===== src/rtl/sram_bridge_pkg.sv =====
// Shared types and constants for the SRAM-port-to-unified-memory bridge.
// Used by sram_bridge and its optional fetch buffer sram_bridge_ibuf.
package sram_bridge_pkg;

  localparam int BRG_STATE_WD = 3;
  localparam int ADDR_WD      = 32;
  localparam int DATA_WD      = 32;
  localparam int STRB_WD      = 4;
  localparam int WORD_WD      = ADDR_WD - 2;

  typedef enum logic [BRG_STATE_WD-1:0] {
    BRG_IDLE  = 3'd0,
    BRG_DREQ  = 3'd1,
    BRG_DWAIT = 3'd2,
    BRG_IREQ  = 3'd3,
    BRG_IWAIT = 3'd4,
    BRG_DONE  = 3'd5
  } brg_state_e;

  // Rebuild a byte address from a word index; the memory side only ever sees aligned addresses.
  function automatic logic [ADDR_WD-1:0] word_to_addr(input logic [WORD_WD-1:0] word);
    return {word, 2'b00};
  endfunction

endpackage


===== src/rtl/sram_bridge_ibuf.sv =====
// Single-entry fetch buffer (valid, word tag, word) for sram_bridge.
// Refilled on every fetch completion, invalidated by a store to the tagged word.
module sram_bridge_ibuf
  import sram_bridge_pkg::*;
(
  input  logic               clk,
  input  logic               rst,
  input  logic [WORD_WD-1:0] lookup_word,
  output logic               hit,
  output logic [DATA_WD-1:0] hit_data,
  input  logic               fill_en,
  input  logic [WORD_WD-1:0] fill_word,
  input  logic [DATA_WD-1:0] fill_data,
  input  logic               inv_en,
  input  logic [WORD_WD-1:0] inv_word
);

  logic               valid_q, valid_d;
  logic [WORD_WD-1:0] tag_q, tag_d;
  logic [DATA_WD-1:0] data_q, data_d;

  always_comb begin
    valid_d = valid_q;
    tag_d   = tag_q;
    data_d  = data_q;
    if (fill_en) begin
      valid_d = 1'b1;
      tag_d   = fill_word;
      data_d  = fill_data;
    end else if (inv_en && valid_q && (inv_word == tag_q)) begin
      valid_d = 1'b0;
    end
  end

  always_ff @(posedge clk) begin
    if (rst) begin
      valid_q <= 1'b0;
      tag_q   <= '0;
      data_q  <= '0;
    end else begin
      valid_q <= valid_d;
      tag_q   <= tag_d;
      data_q  <= data_d;
    end
  end

  assign hit      = valid_q && (tag_q == lookup_word);
  assign hit_data = data_q;

endmodule


===== src/rtl/sram_bridge.sv =====
// Serves the core's fetch and load/store SRAM ports from one addr_ok/data_ok memory port,
// data first, stalling the pipeline until done. SRAM_BRIDGE_IBUF_EN adds a one-word fetch buffer.
module sram_bridge
  import sram_bridge_pkg::*;
(
  input  logic               clk,
  input  logic               rst,
  input  logic               inst_sram_en,
  input  logic [STRB_WD-1:0] inst_sram_wen,
  input  logic [ADDR_WD-1:0] inst_sram_addr,
  input  logic [DATA_WD-1:0] inst_sram_wdata,
  output logic [DATA_WD-1:0] inst_sram_rdata,
  input  logic               data_sram_en,
  input  logic [STRB_WD-1:0] data_sram_wen,
  input  logic [ADDR_WD-1:0] data_sram_addr,
  input  logic [DATA_WD-1:0] data_sram_wdata,
  output logic [DATA_WD-1:0] data_sram_rdata,
  output logic               stallreq_for_bus,
  output logic               mem_req,
  output logic               mem_wr,
  output logic [STRB_WD-1:0] mem_wstrb,
  output logic [ADDR_WD-1:0] mem_addr,
  output logic [DATA_WD-1:0] mem_wdata,
  input  logic               mem_addr_ok,
  input  logic               mem_data_ok,
  input  logic [DATA_WD-1:0] mem_rdata
);

  brg_state_e         state_q, state_d;
  logic               d_pend_q, d_pend_d;
  logic [STRB_WD-1:0] d_wen_q, d_wen_d;
  logic [WORD_WD-1:0] d_word_q, d_word_d;
  logic [DATA_WD-1:0] d_wdata_q, d_wdata_d;
  logic               i_pend_q, i_pend_d;
  logic [WORD_WD-1:0] i_word_q, i_word_d;
  logic [DATA_WD-1:0] inst_rdata_q, inst_rdata_d;
  logic [DATA_WD-1:0] data_rdata_q, data_rdata_d;

  logic               ibuf_hit;
  logic [DATA_WD-1:0] ibuf_data;

  // Fetch write port/strobe and sub-word address bits carry no meaning for a word-wide bus.
  logic unused_ok;
  assign unused_ok = ^{inst_sram_wen, inst_sram_wdata, inst_sram_addr[1:0],
                       data_sram_addr[1:0], d_pend_q};

`ifdef SRAM_BRIDGE_IBUF_EN
  logic ibuf_fill;
  logic ibuf_inv;

  assign ibuf_fill = (state_q == BRG_IWAIT) && mem_data_ok;
  assign ibuf_inv  = (state_q == BRG_DWAIT) && mem_data_ok && (d_wen_q != '0);

  sram_bridge_ibuf u_ibuf (
    .clk         (clk),
    .rst         (rst),
    .lookup_word (inst_sram_addr[ADDR_WD-1:2]),
    .hit         (ibuf_hit),
    .hit_data    (ibuf_data),
    .fill_en     (ibuf_fill),
    .fill_word   (i_word_q),
    .fill_data   (mem_rdata),
    .inv_en      (ibuf_inv),
    .inv_word    (d_word_q)
  );
`else
  assign ibuf_hit  = 1'b0;
  assign ibuf_data = '0;
`endif

  always_comb begin
    state_d          = state_q;
    d_pend_d         = d_pend_q;
    d_wen_d          = d_wen_q;
    d_word_d         = d_word_q;
    d_wdata_d        = d_wdata_q;
    i_pend_d         = i_pend_q;
    i_word_d         = i_word_q;
    inst_rdata_d     = inst_rdata_q;
    data_rdata_d     = data_rdata_q;
    stallreq_for_bus = 1'b0;
    mem_req          = 1'b0;
    mem_wr           = 1'b0;
    mem_wstrb        = '0;
    mem_addr         = '0;
    mem_wdata        = '0;

    case (state_q)
      BRG_IDLE: begin
        d_pend_d  = data_sram_en;
        d_wen_d   = data_sram_wen;
        d_word_d  = data_sram_addr[ADDR_WD-1:2];
        d_wdata_d = data_sram_wdata;
        i_pend_d  = inst_sram_en;
        i_word_d  = inst_sram_addr[ADDR_WD-1:2];
        if (data_sram_en) begin
          state_d = BRG_DREQ;
        end else if (inst_sram_en) begin
          if (ibuf_hit) begin
            // Buffered fetch completes without touching memory or stalling.
            state_d      = BRG_DONE;
            i_pend_d     = 1'b0;
            inst_rdata_d = ibuf_data;
          end else begin
            state_d = BRG_IREQ;
          end
        end
      end

      BRG_DREQ: begin
        stallreq_for_bus = 1'b1;
        mem_req          = 1'b1;
        mem_wr           = (d_wen_q != '0);
        mem_wstrb        = d_wen_q;
        mem_addr         = word_to_addr(d_word_q);
        mem_wdata        = d_wdata_q;
        if (mem_addr_ok) begin
          state_d = BRG_DWAIT;
        end
      end

      BRG_DWAIT: begin
        stallreq_for_bus = 1'b1;
        if (mem_data_ok) begin
          if (d_wen_q == '0) begin
            data_rdata_d = mem_rdata;
          end
          state_d = i_pend_q ? BRG_IREQ : BRG_DONE;
        end
      end

      BRG_IREQ: begin
        stallreq_for_bus = 1'b1;
        mem_req          = 1'b1;
        mem_addr         = word_to_addr(i_word_q);
        if (mem_addr_ok) begin
          state_d = BRG_IWAIT;
        end
      end

      BRG_IWAIT: begin
        stallreq_for_bus = 1'b1;
        if (mem_data_ok) begin
          inst_rdata_d = mem_rdata;
          state_d      = BRG_DONE;
        end
      end

      BRG_DONE: begin
        state_d = BRG_IDLE;
      end

      default: begin
        state_d = BRG_IDLE;
      end
    endcase
  end

  always_ff @(posedge clk) begin
    if (rst) begin
      state_q      <= BRG_IDLE;
      d_pend_q     <= 1'b0;
      d_wen_q      <= '0;
      d_word_q     <= '0;
      d_wdata_q    <= '0;
      i_pend_q     <= 1'b0;
      i_word_q     <= '0;
      inst_rdata_q <= '0;
      data_rdata_q <= '0;
    end else begin
      state_q      <= state_d;
      d_pend_q     <= d_pend_d;
      d_wen_q      <= d_wen_d;
      d_word_q     <= d_word_d;
      d_wdata_q    <= d_wdata_d;
      i_pend_q     <= i_pend_d;
      i_word_q     <= i_word_d;
      inst_rdata_q <= inst_rdata_d;
      data_rdata_q <= data_rdata_d;
    end
  end

  assign inst_sram_rdata = inst_rdata_q;
  assign data_sram_rdata = data_rdata_q;

endmodule


===== config.mk =====
export PLATFORM = sky130hd
export DESIGN_NAME = sram_bridge
export DESIGN_NICKNAME = d
export VERILOG_FILES = /design/src/rtl/sram_bridge_pkg.sv /design/src/rtl/sram_bridge_ibuf.sv /design/src/rtl/sram_bridge.sv
export SDC_FILE = /design/constraint.sdc
export NUM_CORES = 1
export LEC_CHECK = 0
export ABC_AREA = 1
export CAP_MARGIN = 20
export CELL_PAD_IN_SITES_DETAIL_PLACEMENT = 1
export CELL_PAD_IN_SITES_GLOBAL_PLACEMENT = 1
export CORE_MARGIN = 3
export CORE_UTILIZATION = 28
export CTS_CLUSTER_SIZE = 8
export DETAILED_ROUTE_END_ITERATION = 7
export GPL_TIMING_DRIVEN = 0
export PLACE_DENSITY = 0.92
export SLEW_MARGIN = 20
export SYNTH_ARGS = -nofsm -noshare
export SYNTH_HDL_FRONTEND = slang
export SYNTH_SLANG_ARGS = --single-unit

===== constraint.sdc =====
create_clock -name clk -period 1.6 [get_ports clk]
set_input_delay 0.32 -clock clk [delete_from_list [all_inputs] [get_ports clk]]
set_output_delay 0.32 -clock clk [all_outputs]
set_load 0.05 [all_outputs]

==> flow_summary_export.csv <==
group,metric,value,unit
finish,ff_latch_area,0.00329,mm²
yosys,yosysWarnings,0,
routing,top_metal_layer_carrying_routed_signals,"met4",
pwr,final_power,21.7,mW
global_routing,first_global_vias,7615,
die,fp-row-count,54,
worst_setup_path,cp_data_arrival_time,1.69,ns
die,die_width,158,µm
worst_setup_path,slowest_stage,"dfxtp_4",
worst_setup_path,worst_ep_required_time,1.28,ns
timing,slew_headroom,64.3,%
worst_setup_path,cp_top_family,"buffers and inverters",
run_status,outcome,"finished, violations left",
routing,met3WireLength,1.50,mm
finish,mostFrequentLayoutCell,"nor2_1",
timing,final_critical_path_setup_slack,-0.411,ns
routing,first_pass_iters,4,
finish,area_growth,75.8,%
global_routing,grt.overflow.total,0,
die,chipHeight,158,µm
yosys,netlist_area,0.00644,mm²
die,design.core.area,0.0222,mm²
place,io_buffers,266,
clocking,hold_buffers,0,
clocking,clockRootBuffer,"clkbuf_16",
die,ios,309,
worst_setup_path,critical_path.reg2reg.startpoint,"state_q[1]",
yosys,postSynthRegisterBits,164,
pwr,clockPowerShare,18.9,%
timing,final_max_slew_viol_count,0,
finish,num-nets-final,1330,
clocking,clock_insertion_delay_worst_skew,0.43,ns
clocking,numClockSinks,164,
clocking,h_tree_level_count,4,
finish,multiInputGateArea,0.00293,mm²
clocking,cts-root-to-sink-buffers,2,
routing,detail_route.drc_violations,0,
worst_setup_path,r2r_cells,9,
timing,max_freq,497,MHz
run_status,failed_checks,"negative setup slack",
routing,detail_route.vias_per_cell,4.94,
worst_setup_path,worstSetupPathType,"register to output pin",
global_routing,globalRouteTotalUtil,21.5,%
worst_setup_path,crit_path_end_kind,"output pin",
worst_setup_path,ff2ff_setup_slack,0,ns
timing,min_period_over_period,126,%
global_routing,global_route_wire_length_before_repair,41.5,mm
place,gp_routability_congestion,0.809,
timing,setup_repair_after_global_routing_missed_its_margin,"yes",
die,die_area,0.0249,mm²
pwr,seq_power_share,28.1,%
global_routing,antenna_found_initial,1,
place,detailedPlacementHpwl,19.4,mm
routing,drt_iter0_markers,288,
routing,num_vias,7164,
yosys,postSynthAreaPerCell,7.69,µm²
pwr,power.ir.vdd_worst,0.000933,V
die,floorplan.initialDensity,29.0,%
hold_path,hold_path_class,"register to register",
yosys,synth.yosys.seq_area_share,51.0,%
pwr,int_pwr,11.9,mW
timing,finalHoldViolations,0,
pwr,cell_leakage_power,4.64,nW
global_routing,pin_count_of_the_biggest_net_entering_global_routing,19,
pwr,power.share.switching,45.3,%
clocking,cts_tree,"done",
hold_path,holdCritStartpoint,"inst_sram_rdata[0]",
hold_path,hold_end,"inst_sram_rdata[0]",
worst_setup_path,crit_path_start_kind,"register",
timing,timing.final.crit_period,2.01,ns
finish,num-fill-cells,2576,
yosys,syn_inst,837,
clocking,cts_buffers,17,
yosys,yosys.cell_types.count,25,
timing,setup_viol,69,
routing,finalWirelength,27.8,mm
timing,skew,0.0169,ns
worst_setup_path,r2r-end,"data_sram_rdata[9]",
pwr,comb_power_share,53.0,%
routing,wl_met2,14.4,mm
clocking,worst_setup_hold_path_clk_slew,0.08,ns
worst_setup_path,critPathMaxStageDelay,0.38,ns
routing,detail-route-antenna-nets,0,
timing,tightestPinTransition,0.536,ns
pwr,p_switching,9.83,mW
flow_run,cap_viol_max_count,0,
routing,wl_met1,10.8,mm
worst_setup_path,worstPathCellList,"nor2_4, buf_6, clkbuf_16, a32o_2, buf_8",
hold_path,timing.hold.worst_path_depth,2,
timing,hold-worst-slack,0.449,ns
worst_setup_path,critical_path_peak_fanout,5,
finish,layout_common_cells,"193 x nor2_1, 161 x dfxtp_1, 133 x clkdlybuf4s50_1, 125 x o21ai_0",
routing,wire_per_inst,19.2,µm
worst_setup_path,critPathBufInv,3,
pwr,power.density,1920,mW/mm²
place,placement.setup.worst_slack,-0.888,ns
finish,drive_above_1_share,29.9,%
tightest hold or removal path, delay by kind of cell (launching register included):
| kind | cells | cell delay, ns |
|---|---|---|
| DFF | 1 | 0.31 |
| buffers and inverters | 1 | 0.04 |
| AOI/OAI and AO/OA | 1 | 0.05 |
repair_timing:
| action | in CTS | in global routing |
|---|---|---|
| endpoints found under the setup margin | 225 | 193 |
| setup buffers | 17 | 12 |
| gates cloned | 9 | 0 |
| gates resized for setup | 767 | 92 |
| pin swaps | 10 | 18 |
metrics by stage:
stage               setup TNS, ns  instances  util, %  instance area [µm²]
floorplan                       0        838        -                 6770
global placement          -133.91       1384     44.0                 9780
detailed placement        -141.01       1384     44.0                 9780
CTS                        -29.11       1442     50.3                11200
global route               -29.96       1450     50.9                11300
finish                     -24.44       1451     50.9                11300
worst max path at each step:
stage / startpoint / to / slack [ns] / depth (start not counted)
floorplan: state_q[1] / mem_wdata[10] / 0.004 / 6
CTS: state_q[2] / mem_wdata[30] / -0.50 / 8
detailed placement: state_q[2] / mem_addr[5] / -0.89 / 5
finish: state_q[1] / mem_addr[4] / -0.41 / 5
global placement: state_q[1] / mem_addr[4] / -0.88 / 5
global route: state_q[0] / mem_addr[4] / -0.48 / 7
layer usage:
metal	up-vias	GRT usage [%]
met5	-	0
met4	0	9.67
met3	65	4.62
met2	245	38.8
met1	3477	24.4
li1	3377	-
cell families (layout without fill, tap and decap cells):
group | count (synthesis) | count (layout) | synth area share [%]
DFF | 164 | 164 | 51.0
and+or+nand+nor | 263 | 263 | 16.2
other | 1 | 4 | 0.0582
buffers and inverters | 145 | 476 | 9.91
AOI/OAI and AO/OA | 264 | 264 | 22.8
synthesized netlist by cell type (all sizes together):
cell type | instances | area share (%)
a21oi | 70 | 5.4
buf | 31 | 3.2
conb | 1 | 0.058
nand2 | 21 | 1.4
nand3 | 5 | 0.47
a32o | 30 | 4.7
nor3 | 1 | 0.078
inv | 76 | 4.5
dfxtp | 164 | 51
nand4 | 1 | 0.097
nor2 | 235 | 14
clkbuf | 36 | 2.1
clkinv | 2 | 0.12
o21ai | 164 | 13
state kept, by name, indices dropped and copies added, names as in the netlist:
name and count:
inst_sram_rdata 32, state_q 3, d_wen_q 4, i_word_q 30, i_pend_q 1, d_word_q 30, d_wdata_q 32, data_sram_rdata 32
layout make-up:
cell class	instances	area share (%)
antenna	2	0.0442
buffer	65	4.93
clock buffer	17	3.76
clock inverter	15	1.44
inverter	78	2.65
multi-input combinational	529	25.9
sequential	164	29.1
tap	280	3.09
timing repair buffer	301	29.2
power groups by stage:
stage	Sequential (mW)	Clock, mW	Combinational (mW)
after floorplan	6.60	0	5.73
after global placement	5.99	0	9.13
after detailed placement	6.09	0	9.42
after CTS	6.01	4.18	11.2
after global routing	6.23	4.38	12.3
final	6.10	4.11	11.5
No activity file was read; power rests on OpenSTA's default activity.
